`config.mk`:
```
export PLATFORM = sky130hd
export DESIGN_NAME = cfg_commit_sched
export DESIGN_NICKNAME = d
export VERILOG_FILES = /design/src/rtl/cfg_commit_sched.sv
export SDC_FILE = /design/constraint.sdc
export NUM_CORES = 1
export LEC_CHECK = 0
export CAP_MARGIN = 15
export CORE_MARGIN = 4
export CORE_UTILIZATION = 45
export CTS_BUF_LIST = sky130_fd_sc_hd__clkbuf_16
export CTS_CLUSTER_DIAMETER = 100
export DETAILED_ROUTE_END_ITERATION = 10
export PLACE_DENSITY = 0.76
export SLEW_MARGIN = 20
export SYNTH_ARGS = -nofsm -noshare
export SYNTH_HDL_FRONTEND = slang
export SYNTH_SLANG_ARGS = --single-unit
```
`constraint.sdc`:
```
create_clock -name clk_i -period 7.4 [get_ports clk_i]
set_clock_uncertainty 0.15 [all_clocks]
set_input_delay 1.85 -clock clk_i [delete_from_list [all_inputs] [get_ports clk_i]]
set_output_delay 1.85 -clock clk_i [all_outputs]
set_load 0.005 [all_outputs]
```
`src/rtl/cfg_commit_sched.sv`:
```
// Sensor configuration scheduler: host writes land in a shadow bank that is
// copied to the active bank only at a frame boundary, then one CONFIG_TX run is started.
module cfg_commit_sched #(
   parameter logic [63:0] G_DEFAULT       = 64'h0000_0000_0000_0000,
   parameter int unsigned G_FRAME_TIMEOUT = 2400000,
   parameter int unsigned G_TX_TIMEOUT    = 4800
) (
   input  logic        clk_i,
   input  logic        rst_i,
   input  logic        we_a_i,
   input  logic [2:0]  add_a_i,
   input  logic [7:0]  dat_a_i,
   input  logic        frame_start_i,
   input  logic        re_b_i,
   input  logic [1:0]  add_b_i,
   output logic [15:0] dat_b_o,
   output logic        cfg_start_o,
   input  logic        tx_end_i,
   output logic        busy_o,
   output logic        tx_error_o,
   output logic        mclk_speed_o,
   output logic [1:0]  mclk_mode_o,
   output logic        idle_mode_o,
   output logic [4:0]  rows_delay_o
);

   // state      | meaning
   // IDLE       | nothing pending; leaves as soon as the shadow bank is dirty
   // WAIT_FRAME | waiting for FRAME_START or the frame timeout
   // COMMIT     | one cycle: shadow -> active copy
   // START      | one cycle: launches CONFIG_TX
   // TX         | serving reads until TX_END or the TX timeout
   localparam logic [2:0] S_IDLE       = 3'd0;
   localparam logic [2:0] S_WAIT_FRAME = 3'd1;
   localparam logic [2:0] S_COMMIT     = 3'd2;
   localparam logic [2:0] S_START      = 3'd3;
   localparam logic [2:0] S_TX         = 3'd4;

   localparam logic [22:0] FRAME_TC = 23'(G_FRAME_TIMEOUT - 1);
   localparam logic [22:0] TX_TC    = 23'(G_TX_TIMEOUT - 1);

   logic [2:0]  state_q, state_d;
   logic [22:0] frame_tmr_q, frame_tmr_d;
   logic [22:0] tx_tmr_q, tx_tmr_d;
   logic        dirty_q, dirty_d;
   logic        tx_error_q, tx_error_d;
   logic        cfg_start_q, cfg_start_d;
   logic [63:0] shadow_q;
   logic [63:0] active_q;
   logic [15:0] dat_b_q;
   logic        mclk_speed_q;
   logic [1:0]  mclk_mode_q;
   logic        idle_mode_q;
   logic [4:0]  rows_delay_q;

   always_comb begin
      state_d     = state_q;
      frame_tmr_d = frame_tmr_q;
      tx_tmr_d    = tx_tmr_q;
      dirty_d     = dirty_q;
      tx_error_d  = tx_error_q;
      case (state_q)
         S_IDLE: begin
            if (dirty_q) begin
               state_d     = S_WAIT_FRAME;
               frame_tmr_d = '0;
            end
         end
         S_WAIT_FRAME: begin
            if (frame_start_i || (frame_tmr_q == FRAME_TC)) begin
               state_d = S_COMMIT;
            end else if (frame_tmr_q != '1) begin
               frame_tmr_d = frame_tmr_q + 23'd1;
            end
         end
         S_COMMIT: begin
            dirty_d = 1'b0;
            state_d = S_START;
         end
         S_START: begin
            tx_tmr_d = '0;
            state_d  = S_TX;
         end
         S_TX: begin
            if (tx_end_i) begin
               state_d = S_IDLE;
            end else if (tx_tmr_q == TX_TC) begin
               tx_error_d = 1'b1;
               dirty_d    = 1'b1;
               state_d    = S_IDLE;
            end else if (tx_tmr_q != '1) begin
               tx_tmr_d = tx_tmr_q + 23'd1;
            end
         end
         default: state_d = S_IDLE;
      endcase
      // A write in the commit cycle is not part of that commit, so it must keep DIRTY set.
      if (we_a_i) begin
         dirty_d = 1'b1;
      end
   end

   // Registered so START reaches CONFIG_TX together with the updated field outputs.
   assign cfg_start_d = (state_q == S_START);

   always_ff @(posedge clk_i or posedge rst_i) begin
      if (rst_i) begin
         state_q     <= S_IDLE;
         frame_tmr_q <= '0;
         tx_tmr_q    <= '0;
         dirty_q     <= 1'b0;
         tx_error_q  <= 1'b0;
         cfg_start_q <= 1'b0;
      end else begin
         state_q     <= state_d;
         frame_tmr_q <= frame_tmr_d;
         tx_tmr_q    <= tx_tmr_d;
         dirty_q     <= dirty_d;
         tx_error_q  <= tx_error_d;
         cfg_start_q <= cfg_start_d;
      end
   end

   always_ff @(posedge clk_i or posedge rst_i) begin
      if (rst_i) begin
         shadow_q <= G_DEFAULT;
      end else if (we_a_i) begin
         shadow_q[{add_a_i, 3'b000} +: 8] <= dat_a_i;
      end
   end

   always_ff @(posedge clk_i or posedge rst_i) begin
      if (rst_i) begin
         active_q <= G_DEFAULT;
      end else if (state_q == S_COMMIT) begin
         active_q <= shadow_q;
      end
   end

   always_ff @(posedge clk_i or posedge rst_i) begin
      if (rst_i) begin
         dat_b_q      <= G_DEFAULT[15:0];
         mclk_speed_q <= G_DEFAULT[0];
         mclk_mode_q  <= G_DEFAULT[2:1];
         idle_mode_q  <= G_DEFAULT[3];
         rows_delay_q <= G_DEFAULT[12:8];
      end else begin
         if (re_b_i) begin
            dat_b_q <= active_q[{add_b_i, 4'b0000} +: 16];
         end
         mclk_speed_q <= active_q[0];
         mclk_mode_q  <= active_q[2:1];
         idle_mode_q  <= active_q[3];
         rows_delay_q <= active_q[12:8];
      end
   end

   assign dat_b_o      = dat_b_q;
   assign cfg_start_o  = cfg_start_q;
   assign busy_o       = (state_q != S_IDLE);
   assign tx_error_o   = tx_error_q;
   assign mclk_speed_o = mclk_speed_q;
   assign mclk_mode_o  = mclk_mode_q;
   assign idle_mode_o  = idle_mode_q;
   assign rows_delay_o = rows_delay_q;

endmodule
```
==> results of run 1 <==
[where the power goes]
part / internal [mW] / total, mW / switching, mW
sequential: 1.46 / 1.66 / 0.203
combinational: 0.520 / 0.895 / 0.375
clock: 0.577 / 1.01 / 0.435
[synthesized netlist by cell type, types with 13 or more instances]
| cell type | n |
|---|---|
| clkbuf_1 | 16 |
| nand3b_1 | 13 |
| mux4_2 | 16 |
| o21ai_0 | 16 |
| mux2_2 | 136 |
| nand4_1 | 15 |
| nor2_1 | 21 |
| o31ai_1 | 16 |
| dfrtp_1 | 205 |
| nand3_1 | 26 |
| nand2_1 | 60 |
| nor3_1 | 14 |
[final timing paths]
path | from | endpoint | slack (ns) | depth (start not counted)
max | add_a_i[0] | shadow_q[39]$_DFFE_PP0P_ | 3.04 | 7
min | active_q[8]$_DFFE_PP0P_ | rows_delay_o[0]$_DFF_PP0_ | 0.24 | 0
min in group asynchronous | rst_i | active_q[26]$_DFFE_PP0P_ | 1.64 | 3
max in group asynchronous | rst_i | frame_tmr_q[22]$_DFFE_PP0P_ | 4.51 | 4
max reg2reg | frame_tmr_q[0]$_DFFE_PP0P_ | frame_tmr_q[22]$_DFFE_PP0P_ | 4.89 | 7
min reg2reg | active_q[8]$_DFFE_PP0P_ | rows_delay_o[0]$_DFF_PP0_ | 0.24 | 0
[cell type report]
class	count	area, µm²
timing repair buffer	50	518
sequential	205	5130
clock inverter	15	118
inverter	11	45.0
multi-input combinational	450	3740
fill	1649	9160
tap	265	332
clock buffer	22	551
[cells by family after synthesis]
| logic type | after synthesis | synth area share |
|---|---|---|
| simple gates | 206 | 0.124 |
| flops | 205 | 0.567 |
| buf+inv | 39 | 0.0201 |
| compound gates | 76 | 0.0606 |
| fa+ha+maj | 4 | 0.00553 |
| mux | 164 | 0.222 |
[per-stage QoR]
step           utilization  setup WS [ns]  hold WS (ns)
6_report             0.533           3.04         0.241
5_1_grt              0.533           2.84         0.261
4_1_cts              0.531           3.06         0.245
3_5_place_dp         0.497           2.53         0.232
3_3_place_gp         0.497           2.59         0.228
2_1_floorplan            -           2.74         0.216
[flip-flops by register name, summed over array words and instances, names as in the netlist]
| signal | cells |
|---|---|
| tx_tmr_q | 23 |
| dat_b_o | 16 |
| rows_delay_o | 5 |
| state_q | 3 |
| tx_error_o | 1 |
| active_q | 64 |
| mclk_speed_o | 1 |
| shadow_q | 64 |
| idle_mode_o | 1 |
| mclk_mode_o | 2 |
| dirty_q | 1 |
| frame_tmr_q | 23 |
| cfg_start_o | 1 |
[metal layers]
metal / routed length [µm] / track usage / vias to the layer above
met4: 323 / 0.0366 / 0
met3: 762 / 0.0303 / 25
met5: 0 / 0 / -
met2: 8930 / 0.281 / 124
met1: 8010 / 0.228 / 2860
li1: - / - / 2640
==> impl_metrics.tcl, run 1 <==
set metrics [dict create \
    fin_crit_ns 4.36 \
    vias 5649 \
    fin_area_um2 10400 \
    syn_area_um2 9050 \
    io_pins 47 \
    synth_edf_count 0 \
    synthTopCellsByArea "dfrtp_1 57%, mux2_2 17%, mux4_2 4.0%, nand2_1 2.5%, nand3_1 1.4%" \
    async_flop_share 1.00 \
    rows 51 \
    grt_pass1_vias 5915 \
    clk_path_buf_depth 3 \
    leakage_nw 4.52 \
    postRouteAntennaNets 0 \
    drc 0 \
    cp_slowest_cell "ha_1" \
    vias_per_cell 5.55 \
    cts_buffers 22 \
    tightestPinTransition_ns 0.974 \
    power_mw 3.57 \
    gp_congestion 0.886 \
    dr.pass1.iters 4 \
    cts_hold_buf 0 \
    hold_violations 0 \
    cp_max_fo 24 \
    track_usage 0.167 \
    placed_area_um2 9740 \
    ys_seq_area_frac 0.567 \
    critPathTopFamily "adder cells" \
    final_common_cell "dfrtp_1" \
    tns_ns 0 \
    cp.arrival_ns 4.61 \
    ys_ff_latch 205 \
    chipHeight_um 150 \
    core_um2 19600 \
    wl_mm 18.0 \
    stdcell_count 1018 \
    cts_tree "built" \
    worst_slew_margin_rel 0.349 \
    grt_overflow_total 0 \
    synth_nets 717 \
    hp-class "reg2reg" \
    crit_chain "clkdlybuf4s50_1 -> inv_1 -> ha_1 -> ha_1 -> nand3b_1 -> nor2b_1 -> mux2_2" \
    post_cts_buffers 0 \
    required_ns 7.65 \
    max_stage_delay_ns 0.62 \
    ys.flop_type "dfrtp_1" \
    area_growth_pct 15.3 \
    syn_avg_cell_area_um2 13.0 \
    antennaDiodeCount 0 \
    netlist_instances 694 \
    grt_pass1_wl_mm 30.5 \
    antenna_found_initial 0 \
    final-setup-viol-count 0 \
    crit_path_frequent_cell "ha_1" \
    clock_sinks 205 \
    yosysWarnings 0 \
    synth_top_cell_by_area "dfrtp_1" \
    chipWidth_um 150 \
    period_share 0.589 \
    final_nets 763 \
    start_util 0.462 \
    max-cap-violations 0 \
    wl_per_cell_um 17.7 \
    peakVddDrop_v 0.000228 \
    cp-end-kind "flip-flop" \
    slew_violations 0 \
    startpoint_type "input port" \
    drive_gt1_frac 0.280 \
    dp_hpwl_mm 11.6 \
    dp.cells 980 \
    crit_type "in2reg" \
    outcome "finished clean" \
    htreeDepth 1 \
    clk_pin_slew_ns 0.06 \
    cts-root-buf "clkbuf_16" \
    synth_top_area_share 0.567 \
    rsz0062_at_grt "no" \
    grt_max_degree 206 \
    portBuffers 46 \
    power_density_nw_per_um2 342 \
    layout_common_cells "205 x dfrtp_1, 136 x mux2_2, 60 x nand2_1, 45 x clkdlybuf4s50_1, 26 x nand3_1" \
    path_buf_inv 2 \
    die_area_um2 22400 \
    clock_latency_ns 0.51 \
    drt_iter0_markers 414 \
    yosysUniqueCellTypes 56 \
    cts_resized 0 \
    clock.fmax_mhz 229 \
]
Power figures use the tool's default switching activity.
==> run 2, diff against run 1 <==
PLACE_DENSITY = 0.74   (was 0.76)
clock period = 4.26 ns   (was 7.4 ns; I/O delays follow)
==> run 2 against run 1 <==
Critical path depth is the same. First-iteration DRC count shrank 16%. Global-route usage shrank 0.26 points. Worst hold slack gained 0.0067 ns. Largest power group unchanged. Power grew 73%. Critical endpoint is now shadow_q[7]$_DFFE_PP0P_. Core utilization grew 0.37 points. Die area is the same. Highest routed layer unchanged.
==> impl_metrics.tcl, run 2 (synthesized netlist as in run 1, its figures left out) <==
set metrics [dict create \
    area_growth_pct 16.1 \
    grt_pass1_vias 5765 \
    drc 0 \
    grt_max_degree 109 \
    hold_path_startpoint "active_q[3]$_DFFE_PP0P_" \
    drive_gt1_frac 0.286 \
    rrSetupSlack_ns 1.72 \
    clock_latency_ns 0.52 \
    htreeDepth 1 \
    largest_registers "active_q: 64 flops, shadow_q: 64 flops" \
    post_cts_buffers 0 \
    tightestPinTransition_ns 0.881 \
    chipHeight_um 150 \
    outcome "finished clean" \
    regArea_um2 5130 \
    n_fill_cell 1669 \
    max-cap-violations 0 \
    io_pins 47 \
    period_share 0.731 \
    portBuffers 46 \
    switchingPower_mw 1.74 \
    worst_slew_margin_rel 0.412 \
    track_usage 0.164 \
    intPower_mw 4.44 \
    multiInputGateArea_um2 3740 \
    seqPwrFrac 0.463 \
    die_area_um2 22400 \
    startpoint_type "input port" \
    cp_slowest_cell "clkdlybuf4s50_1" \
    holdPathStages 0 \
    cp.arrival_ns 3.37 \
    antennaDiodeCount 0 \
    clk_pin_slew_ns 0.06 \
    clock.fmax_mhz 321 \
    cp-end-kind "flip-flop" \
    final_common_cell "dfrtp_1" \
    cts_tree "built" \
    peakVddDrop_v 0.000446 \
    drt_iter0_markers 349 \
    tns_ns 0 \
    clock_sinks 205 \
    hold_end "idle_mode_o$_DFF_PP0_" \
    reg2reg_to "frame_tmr_q[22]$_DFFE_PP0P_" \
    leakage_nw 4.56 \
    reg2reg_depth 7 \
    cts_buffers 22 \
    hold_violations 0 \
    vias_per_cell 5.60 \
    fin_crit_ns 3.11 \
    required_ns 4.51 \
    dp_hpwl_mm 11.7 \
    core_um2 19600 \
    cts_hold_buf 0 \
    grt_overflow_total 0 \
    power_frac_clock 0.285 \
    start_util 0.462 \
    clk_path_buf_depth 3 \
    wl_per_cell_um 17.4 \
    swShare 0.282 \
    layout_common_cells "205 x dfrtp_1, 136 x mux2_2, 60 x nand2_1, 46 x clkdlybuf4s50_1, 26 x nand3_1" \
    dp.cells 991 \
    final-setup-viol-count 0 \
    power_density_nw_per_um2 589 \
    crit_path_frequent_cell "ha_1" \
    cp_max_fo 8 \
    wl_mm 17.9 \
    antenna_found_initial 0 \
    path_buf_inv 2 \
    stdcell_count 1028 \
    max_stage_delay_ns 0.59 \
    chipWidth_um 150 \
    comb_power_share 0.252 \
    rows 51 \
    rsz0062_at_grt "no" \
    slew_violations 0 \
    r2r_start "frame_tmr_q[0]$_DFFE_PP0P_" \
    cts_resized 0 \
    dr.pass1.iters 6 \
    gp_congestion 0.854 \
    final_nets 773 \
    cts-root-buf "clkbuf_16" \
    hp-class "reg2reg" \
    grt_pass1_wl_mm 29.9 \
    vias 5753 \
    crit_type "in2reg" \
    crit_chain "clkdlybuf4s50_1 -> inv_1 -> ha_1 -> ha_1 -> nor4b_1 -> nand3_1 -> mux2_2" \
    postRouteAntennaNets 0 \
    critPathTopFamily "buffers and inverters" \
]
-- run 2: how the worst max path moves through the flow --
stage,startpoint,end,slack (ns),cells past startpoint
global route,add_a_i[0],shadow_q[7]$_DFFE_PP0P_,1.03,7
detailed placement,add_a_i[0],shadow_q[6]$_DFFE_PP0P_,0.63,7
floorplan,rst_i,active_q[0]$_DFFE_PP0P_,0.39,1
global placement,add_a_i[0],shadow_q[63]$_DFFE_PP0P_,0.68,7
CTS,add_a_i[0],shadow_q[63]$_DFFE_PP0P_,1.16,7
finish,add_a_i[0],shadow_q[7]$_DFFE_PP0P_,1.15,7
-- run 2: stage by stage --
stage | utilization | setup slack, ns | hold slack (ns) | power (mW) | cell area, µm²
after floorplan | - | 0.387 | 0.216 | 3.95 | 9050
after global placement | 0.502 | 0.682 | 0.233 | 4.42 | 9840
after detailed placement | 0.502 | 0.627 | 0.235 | 4.48 | 9840
after CTS | 0.536 | 1.16 | 0.249 | 6.27 | 10500
after global routing | 0.536 | 1.03 | 0.263 | 6.54 | 10500
final | 0.536 | 1.15 | 0.248 | 6.18 | 10500
-- run 2: power groups by stage --
stage / Clock [mW] / Combinational, mW / Sequential, mW
final: 1.76 / 1.56 / 2.86
after global routing: 1.89 / 1.71 / 2.94
after CTS: 1.82 / 1.59 / 2.87
after detailed placement: 0 / 1.58 / 2.91
after global placement: 0 / 1.53 / 2.88
after floorplan: 0 / 1.15 / 2.80
-- run 2: layout make-up --
type | count | share of cell area
flip-flops and latches | 205 | 0.488
multi-input cells | 450 | 0.356
repair buffers | 60 | 0.0562
clock buffers | 22 | 0.0524
well taps | 265 | 0.0316
clock inverters | 15 | 0.0112
inverters | 11 | 0.00429
-- run 2: worst register-to-register path, cell delays in order (launching register included) --
cell and delay, ns:
dfrtp_1 0.39, ha_1 0.24, nand4_1 0.16, or2_2 0.36
or2_2 0.36, o21ai_2 0.48, nor4_1 0.10, o21a_1 0.19
-- run 2: layer usage --
metal,wire length [µm],track usage,vias up,part of all wire
met1,8070,0.232,2933,0.45
met2,8770,0.269,112,0.49
met4,346,0.0407,0,0.019
li1,-,-,2681,-
met5,0,0,-,0
met3,729,0.0257,27,0.041
==> run 3, diff against run 2 <==
clock period = 3 ns   (was 4.26 ns; I/O delays follow)
==> run 3 against run 2 <==
Clock-buffer cell count increased by 1. Sequential power increased by 43%. Clock power increased by 53%. Register-to-register slack got worse by 1.3 ns. Routed wire length increased by 2.3%. Global-route usage increased by 0.55 points. Core utilization increased by 1.1 points. Final cell count increased by 1.8%. Combinational power increased by 45%. Final area increased by 2.1%. Power increased by 46%. Critical path depth decreased by 4.
==> impl_metrics.tcl, run 3 (synthesized netlist as in run 1, its figures left out) <==
set metrics [dict create \
    clk_path_buf_depth 3 \
    cp_slowest_cell "clkdlybuf4s50_1" \
    rsz0062_at_grt "no" \
    drc 0 \
    path_buf_inv 2 \
    gp_congestion 0.847 \
    final_nets 789 \
    fin_area_um2 10700 \
    portBuffers 46 \
    max-cap-violations 0 \
    regArea_um2 5130 \
    crit_chain "nor3_1 -> inv_1 -> clkdlybuf4s50_1" \
    wl_mm 18.3 \
    grt_pass1_vias 5869 \
    critPathTopFamily "buffers and inverters" \
    drt_iter0_markers 288 \
    vias 5729 \
    tightestPinTransition_ns 0.613 \
    layout_common_cells "205 x dfrtp_1, 136 x mux2_2, 60 x nand2_1, 46 x clkdlybuf4s50_1, 26 x nand3_1" \
    startpoint_type "flip-flop" \
    core_um2 19600 \
    track_usage 0.170 \
    fin_ws_ns 0.247 \
    hold_violations 0 \
    cp_max_fo 7 \
    cts_tree "built" \
    hp-class "reg2reg" \
    final_common_cell "dfrtp_1" \
    htreeDepth 1 \
    cts_resized 0 \
    die_area_um2 22400 \
    antenna_found_initial 0 \
    grt_max_degree 67 \
    start_util 0.462 \
    io_pins 47 \
    clock.fmax_mhz 363 \
    multiInputGateArea_um2 3740 \
    clock_latency_ns 0.52 \
    n_fill_cell 1629 \
    fin_crit_ns 2.75 \
    vias_per_cell 5.47 \
    largest_registers "active_q: 64 flops, shadow_q: 64 flops" \
    cts_buffers 23 \
    postRouteAntennaNets 0 \
    dp_hpwl_mm 12.2 \
    final-setup-viol-count 0 \
    power_density_nw_per_um2 843 \
    peakVddDrop_v 0.000577 \
    area_growth_pct 18.6 \
    max_stage_delay_ns 0.46 \
    wl_per_cell_um 17.5 \
    post_cts_buffers 0 \
    drive_gt1_frac 0.307 \
    outcome "finished clean" \
    crit_type "reg2out" \
    rows 51 \
    cts-root-buf "clkbuf_16" \
    placed_area_um2 10000 \
    cts_hold_buf 0 \
    leakage_nw 4.69 \
    worst_slew_margin_rel 0.588 \
    cp.arrival_ns 1.85 \
    chipHeight_um 150 \
    slew_violations 0 \
    clock_sinks 205 \
    power_mw 9.04 \
    grt_overflow_total 0 \
    clk_pin_slew_ns 0.06 \
    chipWidth_um 150 \
    cp-end-kind "output port" \
    place_ws_ns 0.0268 \
    grt_pass1_wl_mm 31.0 \
    dr.pass1.iters 5 \
    final_util 0.548 \
    antennaDiodeCount 0 \
    period_share 0.918 \
    required_ns 2.10 \
    rrSetupSlack_ns 0.42 \
]
## run 3: path summary, 6_finish.rpt
kind	startpoint	end	cells past startpoint
max	state_q[2]$_DFFE_PP0P_	busy_o	3
min	active_q[2]$_DFFE_PP0P_	mclk_mode_o[1]$_DFF_PP0_	0
max reg2reg	frame_tmr_q[0]$_DFFE_PP0P_	frame_tmr_q[22]$_DFFE_PP0P_	7
min reg2reg	active_q[2]$_DFFE_PP0P_	mclk_mode_o[1]$_DFF_PP0_	0
max in group asynchronous	rst_i	tx_tmr_q[4]$_DFFE_PP0P_	3
min in group asynchronous	rst_i	shadow_q[44]$_DFFE_PP0P_	2
## run 3: worst register-to-register path, stage by stage (launching register included)
cell,delay [ns]
dfrtp_1,0.40
ha_1,0.24
nand4_1,0.18
or2_2,0.37
or2_2,0.36
o21ai_2,0.49
nor4_1,0.10
o21a_1,0.19
## run 3: layout make-up
| class | count | share of cell area |
|---|---|---|
| sequential | 205 | 0.478 |
| clock inverter | 18 | 0.0141 |
| timing repair buffer | 75 | 0.0702 |
| inverter | 11 | 0.00420 |
| tap | 265 | 0.0309 |
| clock buffer | 23 | 0.0537 |
| multi-input combinational | 450 | 0.349 |
## run 3: layer usage
metal  track usage  part of all wire  vias to the layer above
met5             0                 0                        -
met4        0.0366             0.018                        0
li1              -                 -                     2708
met2         0.279              0.49                      102
met1         0.239              0.45                     2893
met3        0.0294             0.038                       26
## run 3: power by group
group | leakage (nW) | internal, mW | switching (mW)
clock network | 0.376 | 1.58 | 1.12
logic | 1.63 | 1.33 | 0.932
registers | 2.69 | 3.60 | 0.487
total | 4.69 | 6.50 | 2.54
## run 3: stage by stage
stage          TNS, ns  cells  hold WS (ns)
3_5_place_dp         0   1006         0.235
2_1_floorplan  -114.45    694         0.216
5_1_grt              0   1047         0.257
4_1_cts              0   1047         0.255
6_report             0   1047         0.249
3_3_place_gp         0   1006         0.227
